[src/rtl/sl_tx_pkg.sv]
// Shared types and helpers for the SL transmit scheduler.
// Holds the FSM state type, word bundle and config-word helpers.
package sl_tx_pkg;

    typedef enum logic [2:0] {
        IDLE,
        CHECK,
        CFG,
        LOAD,
        WAIT_START,
        WAIT_DONE,
        RELEASE
    } sched_state_t;

    localparam logic [5:0] SL_MIN_LEN  = 6'd8;
    localparam logic [5:0] SL_MAX_LEN  = 6'd32;
    localparam logic [2:0] SL_MAX_FREQ = 3'd5;

    typedef struct packed {
        logic [31:0] data;
        logic [5:0]  len;
        logic [2:0]  freq;
    } sl_word_t;

    function automatic logic [9:0] sl_cfg_word(
        input logic [5:0] len,
        input logic [2:0] freq
    );
        return {freq, 1'b0, len};
    endfunction

    function automatic logic sl_cfg_legal(
        input logic [5:0] len,
        input logic [2:0] freq
    );
        return !len[0]
            && (len >= SL_MIN_LEN)
            && (len <= SL_MAX_LEN)
            && (freq <= SL_MAX_FREQ);
    endfunction

endpackage

[src/rtl/sl_rr_arbiter.sv]
// Combinational round-robin arbiter.
// Searches req starting at ptr and returns the first hit.
module sl_rr_arbiter #(
    parameter int NUM_REQ = 4,
    parameter int IDW     = $clog2(NUM_REQ)
) (
    input  logic [NUM_REQ-1:0] req,
    input  logic [IDW-1:0]     ptr,
    output logic [NUM_REQ-1:0] grant,
    output logic [IDW-1:0]     idx,
    output logic               any
);

    // first requester at or after ptr, wrapping around
    always_comb begin
        int j;
        j     = 0;
        grant = '0;
        idx   = '0;
        any   = 1'b0;
        for (int k = 0; k < NUM_REQ; k++) begin
            j = (int'(ptr) + k) % NUM_REQ;
            if (!any && req[IDW'(j)]) begin
                any             = 1'b1;
                idx             = IDW'(j);
                grant[IDW'(j)]  = 1'b1;
            end
        end
    end

endmodule

[src/rtl/sl_tx_scheduler.sv]
// Shares one SL transmitter between NUM_REQ requesters.
// Optional config-skip cache: define SL_TX_SCHED_CFG_SKIP_EN.
module sl_tx_scheduler
    import sl_tx_pkg::*;
#(
    parameter int NUM_REQ       = 4,
    parameter int START_TIMEOUT = 16,
    parameter int IDW           = $clog2(NUM_REQ)
) (
    input  logic                 clk,
    input  logic                 rst,
    input  logic [NUM_REQ-1:0]   req,
    input  logic [NUM_REQ*32-1:0] req_data,
    input  logic [NUM_REQ*6-1:0] req_len,
    input  logic [NUM_REQ*3-1:0] req_freq,
    output logic [NUM_REQ-1:0]   ack,
    output logic [NUM_REQ-1:0]   err,
    output logic                 busy,
    output logic [IDW-1:0]       grant_id,
    output logic [9:0]           tx_wr_config_w,
    output logic                 tx_wr_config_enable,
    output logic [31:0]          tx_data_a,
    output logic                 tx_send_imm,
    input  logic                 tx_send_in_process
);

    localparam int CW = $clog2(START_TIMEOUT + 1);

    sched_state_t         state;
    sched_state_t         state_nxt;
    logic [IDW-1:0]       ptr;
    sl_word_t             word;
    sl_word_t             sel_word;
    logic [CW-1:0]        cnt;
    logic [NUM_REQ-1:0]   arb_grant;
    logic [IDW-1:0]       arb_idx;
    logic                 arb_any;
    logic                 done_hit;
    logic                 fail_hit;
    logic                 cfg_skip;
    logic [9:0]           cfg_now;
    logic                 legal;
    logic [NUM_REQ-1:0]   grant_oh;

    sl_rr_arbiter #(
        .NUM_REQ (NUM_REQ),
        .IDW     (IDW)
    ) u_arb (
        .req   (req),
        .ptr   (ptr),
        .grant (arb_grant),
        .idx   (arb_idx),
        .any   (arb_any)
    );

    assign cfg_now  = sl_cfg_word(word.len, word.freq);
    assign legal    = sl_cfg_legal(word.len, word.freq);
    assign grant_oh = NUM_REQ'(1) << grant_id;

    // pick the winning requester's word slices
    always_comb begin
        sel_word = '0;
        for (int i = 0; i < NUM_REQ; i++) begin
            if (arb_idx == IDW'(i)) begin
                sel_word.data = req_data[32*i +: 32];
                sel_word.len  = req_len[6*i +: 6];
                sel_word.freq = req_freq[3*i +: 3];
            end
        end
    end

`ifdef SL_TX_SCHED_CFG_SKIP_EN
    logic [9:0] cache_w;
    logic       cache_v;

    // remember the last config word written to the transmitter
    always_ff @(posedge clk) begin
        if (rst) begin
            cache_w <= '0;
            cache_v <= 1'b0;
        end else if (state == CFG) begin
            cache_w <= cfg_now;
            cache_v <= 1'b1;
        end
    end

    assign cfg_skip = cache_v && (cache_w == cfg_now);
`else
    assign cfg_skip = 1'b0;
`endif

    // next-state decode plus ack/err request flags
    always_comb begin
        state_nxt = state;
        done_hit  = 1'b0;
        fail_hit  = 1'b0;
        unique case (state)
            IDLE: begin
                if (arb_any) state_nxt = CHECK;
            end
            CHECK: begin
                if (!legal) begin
                    fail_hit  = 1'b1;
                    state_nxt = RELEASE;
                end else if (cfg_skip) begin
                    state_nxt = LOAD;
                end else begin
                    state_nxt = CFG;
                end
            end
            CFG:  state_nxt = LOAD;
            LOAD: state_nxt = WAIT_START;
            WAIT_START: begin
                if (tx_send_in_process) begin
                    state_nxt = WAIT_DONE;
                end else if (cnt == CW'(START_TIMEOUT - 1)) begin
                    fail_hit  = 1'b1;
                    state_nxt = RELEASE;
                end
            end
            WAIT_DONE: begin
                if (!tx_send_in_process) begin
                    done_hit  = 1'b1;
                    state_nxt = RELEASE;
                end
            end
            RELEASE: state_nxt = IDLE;
            default: state_nxt = IDLE;
        endcase
    end

    // state, grant, latched word, start counter and result pulses
    always_ff @(posedge clk) begin
        if (rst) begin
            state    <= IDLE;
            ptr      <= '0;
            grant_id <= '0;
            word     <= '0;
            cnt      <= '0;
            ack      <= '0;
            err      <= '0;
        end else begin
            state <= state_nxt;
            ack   <= done_hit ? grant_oh : '0;
            err   <= fail_hit ? grant_oh : '0;
            if (state == IDLE && arb_any) begin
                grant_id <= arb_idx;
                word     <= sel_word;
            end
            // cnt holds cycles elapsed since the send strobe
            if (state == LOAD) begin
                cnt <= CW'(1);
            end else if (state == WAIT_START) begin
                cnt <= cnt + CW'(1);
            end
            if (state == RELEASE) begin
                ptr <= (grant_id == IDW'(NUM_REQ - 1)) ? '0 : grant_id + IDW'(1);
            end
        end
    end

    assign busy                = (state != IDLE);
    assign tx_wr_config_enable = (state == CFG);
    assign tx_wr_config_w      = (state == CFG) ? cfg_now : '0;
    assign tx_send_imm         = (state == LOAD);
    assign tx_data_a           = (state == LOAD) ? word.data : '0;

endmodule

[config.mk]
export PLATFORM = sky130hd
export DESIGN_NAME = sl_tx_scheduler
export DESIGN_NICKNAME = d
export VERILOG_FILES = /design/src/rtl/sl_tx_pkg.sv /design/src/rtl/sl_rr_arbiter.sv /design/src/rtl/sl_tx_scheduler.sv
export SDC_FILE = /design/constraint.sdc
export NUM_CORES = 1
export LEC_CHECK = 0
export ABC_AREA = 0
export CAP_MARGIN = 20
export CORE_MARGIN = 1.5
export CORE_UTILIZATION = 38
export DETAILED_ROUTE_END_ITERATION = 8
export PLACE_DENSITY = 0.78
export SYNTH_ARGS = -nofsm -noshare
export SYNTH_HDL_FRONTEND = slang
export SYNTH_SLANG_ARGS = --single-unit
[constraint.sdc]
create_clock -name clk -period 2.7 [get_ports clk]
set_clock_uncertainty 0.2 [all_clocks]
set_input_delay 0.54 -clock clk [delete_from_list [all_inputs] [get_ports clk]]
set_output_delay 0.54 -clock clk [all_outputs]
set_load 0.1 [all_outputs]
==> results.json <==
{
  "start_util": 0.398,
  "hp-class": "reg2reg",
  "r2r_end": "word[20]",
  "nFillCells": 737,
  "drv_cap": 0,
  "synth_warnings": 0,
  "dp_slack_ps": -216,
  "core-area_um2": 9370,
  "drive_above_1_share": 0.194,
  "holdPathStages": 2,
  "grt-ovfl-total": 0,
  "cts_tree": "built",
  "p_leak_nw": 2.58,
  "gp_congestion": 0.900,
  "synth_nets": 629,
  "cts_buffers": 9,
  "portBuffers": 224,
  "grtUsageTotal": 0.267,
  "cts_setup_buffers": 0,
  "area_growth_pct": 83.7,
  "worstSetupPathType": "reg2out",
  "htree_num_levels": 3,
  "ys_seq_area_frac": 0.328,
  "cp_data_required_time_ps": 1960,
  "syn_area_um2": 3730,
  "rsz0062_at_grt": "false",
  "reg2reg_depth": 6,
  "io_pins": 226,
  "setup_ws_ps": 131,
  "hp-start": "word[11]",
  "endpoint_kind": "output pin",
  "clk_latency_ps": 320,
  "detail-route-antenna-nets": 0,
  "utilization": 0.730,
  "dr_total_vias": 4431,
  "max_freq_mhz": 389,
  "final_cell_mix": "clkdlybuf4s50_1 (170), dfxtp_1 (61), buf_12 (50), nand2_1 (44)",
  "wl_um": 14000,
  "crit_slowest_cell": "dfxtp_1",
  "place_hpwl_um": 10900,
  "setup-violations-final": 0,
  "finish.net_count": 849,
  "finalHoldViolCount": 0,
  "cts_root_buf": "clkbuf_8",
  "cts_resized": 0,
  "cp_num_buf_inv": 2,
  "start_kind": "flip-flop",
  "power_density_nw_per_um2": 578,
  "firstDrtPassIters": 4,
  "synthCells": 452,
  "grt_pass1_vias": 4381,
  "die_height_um": 102,
  "grt_max_degree": 33,
  "synth_ff_type": "dfxtp_1",
  "peakVddDrop_mv": 0.315,
  "wl_per_cell_um": 17.4,
  "crit_arrival_ps": 1830,
  "crit-reg2reg-launch": "ptr[0]",
  "holdWs_ps": 243,
  "layout_min_cycle_time_ps": 2570,
  "rows": 35,
  "instances_no_fill": 805,
  "worstPathCellList": "and3_1, buf_4, and2_1, buf_12",
  "hold_buffers": 0,
  "diodes": 0,
  "die-area_um2": 10400,
  "crit_family": "flip-flops",
  "fin_area_um2": 6840,
  "antenna_found_initial": 0,
  "synth-edff-count": 0,
  "vias_per_cell": 5.50,
  "drt-initial-drc-count": 185,
  "rrSetupSlack_ps": 410,
  "slew_viol_final": 0,
  "final_common_cell": "clkdlybuf4s50_1",
  "clk_pin_slew_ps": 70,
  "placed_area_um2": 6690,
  "status": "finished, final reports clean",
  "grt_pass1_wl_um": 21600,
  "synth_area_per_cell_um2": 8.24,
  "drc": 0,
  "ctsLongestPathBuffers": 2,
  "startpoint": "state[0]",
  "die_x_um": 102,
  "post-route-period-util": 0.951,
  "placed_cells": 790,
  "clkSinkCount": 61,
  "hold_end": "word[11]",
  "cp_max_fo": 25,
  "synth.distinct_cells": 50,
  "cpPeakStageDelay_ps": 530,
  "ys_ff_latch": 61,
  "async_flop_share": 0
}
[area by class of cell]
class / count / area (µm²) / area share
timing repair buffer: 250 / 2930 / 0.428
inverter: 14 / 52.6 / 0.00768
clock inverter: 5 / 28.8 / 0.00420
tap: 129 / 161 / 0.0236
clock buffer: 10 / 128 / 0.0186
multi-input combinational: 336 / 2320 / 0.340
sequential: 61 / 1220 / 0.178
[worst reg2reg max path: stages (launching register included)]
cell and delay, ps:
dfxtp_1 500, nor2b_2 130, a2111oi_4 340, buf_4 390, nor3b_1 120, a211oi_1 370
o31ai_1 120
[cell families after synthesis]
logic type / after synthesis / share of synthesized area
multiplexers: 12 / 0.0322
flip-flops: 61 / 0.328
buffers and inverters: 55 / 0.0698
AO/OA/AOI/OAI: 151 / 0.300
other: 1 / 0.00101
adder cells (fa/ha/maj): 6 / 0.0201
XOR/XNOR: 1 / 0.00235
AND/OR/NAND/NOR: 165 / 0.247
[worst max path at each step]
| stage | cells past startpoint | endpoint | slack [ps] |
|---|---|---|---|
| finish | 4 | tx_data_a[17] | 130 |
| detailed placement | 7 | word[20] | -220 |
| global route | 4 | tx_data_a[17] | 30 |
| global placement | 7 | word[20] | -80 |
| floorplan | 3 | tx_wr_config_w[0] | -130 |
| CTS | 4 | tx_data_a[17] | 130 |
[cell usage after synthesis, drive strengths merged (2+ instances only)]
library cell,n,area [µm²]
o221ai,10,87.6
nor3,6,35.0
o21ai,5,25.0
and2,45,282
a22oi,9,67.6
or2,3,18.8
o31ai,32,255
dfxtp,61,1220
nor3b,32,240
and3,4,25.0
inv,14,52.6
o22ai,32,200
or4,2,18.8
ha,6,75.1
nor4,3,18.8
buf,18,121
clkbuf,23,86.3
a2111oi,2,36.3
or3,3,18.8
a31oi,2,12.5
a21oi,17,88.8
o311ai,2,25.0
nor2,20,75.1
mux2i,12,120
a211oi,32,240
nand2,45,171
[per-stage QoR]
step,TNS (ps),total power (W)
finish,0,0.00396
floorplan,-1160,0.00246
CTS,0,0.00397
global placement,-80.2,0.00323
detailed placement,-620,0.00329
global route,0,0.00417
[metal layers]
metal  up-vias  global-route usage  part of all wire
li1       2124                   -                 -
met1      2086               0.317              0.40
met2       198               0.473              0.50
met3        23              0.0499             0.071
met4         0               0.113             0.027
met5         -                   0                 0
[report_power, final]
group | switching, W | total, W | internal [W]
Combinational | 0.00113 | 0.00198 | 0.000849
Sequential | 0.000160 | 0.00130 | 0.00113
Clock | 0.000358 | 0.000681 | 0.000323
[state kept, by name, indices dropped and copies added (netlist names)]
signal,count
ack,4
cfg_now,9
cnt,5
err,4
grant_id,2
ptr,2
state,3
word,32
No activity file was read; power rests on OpenSTA's default activity.
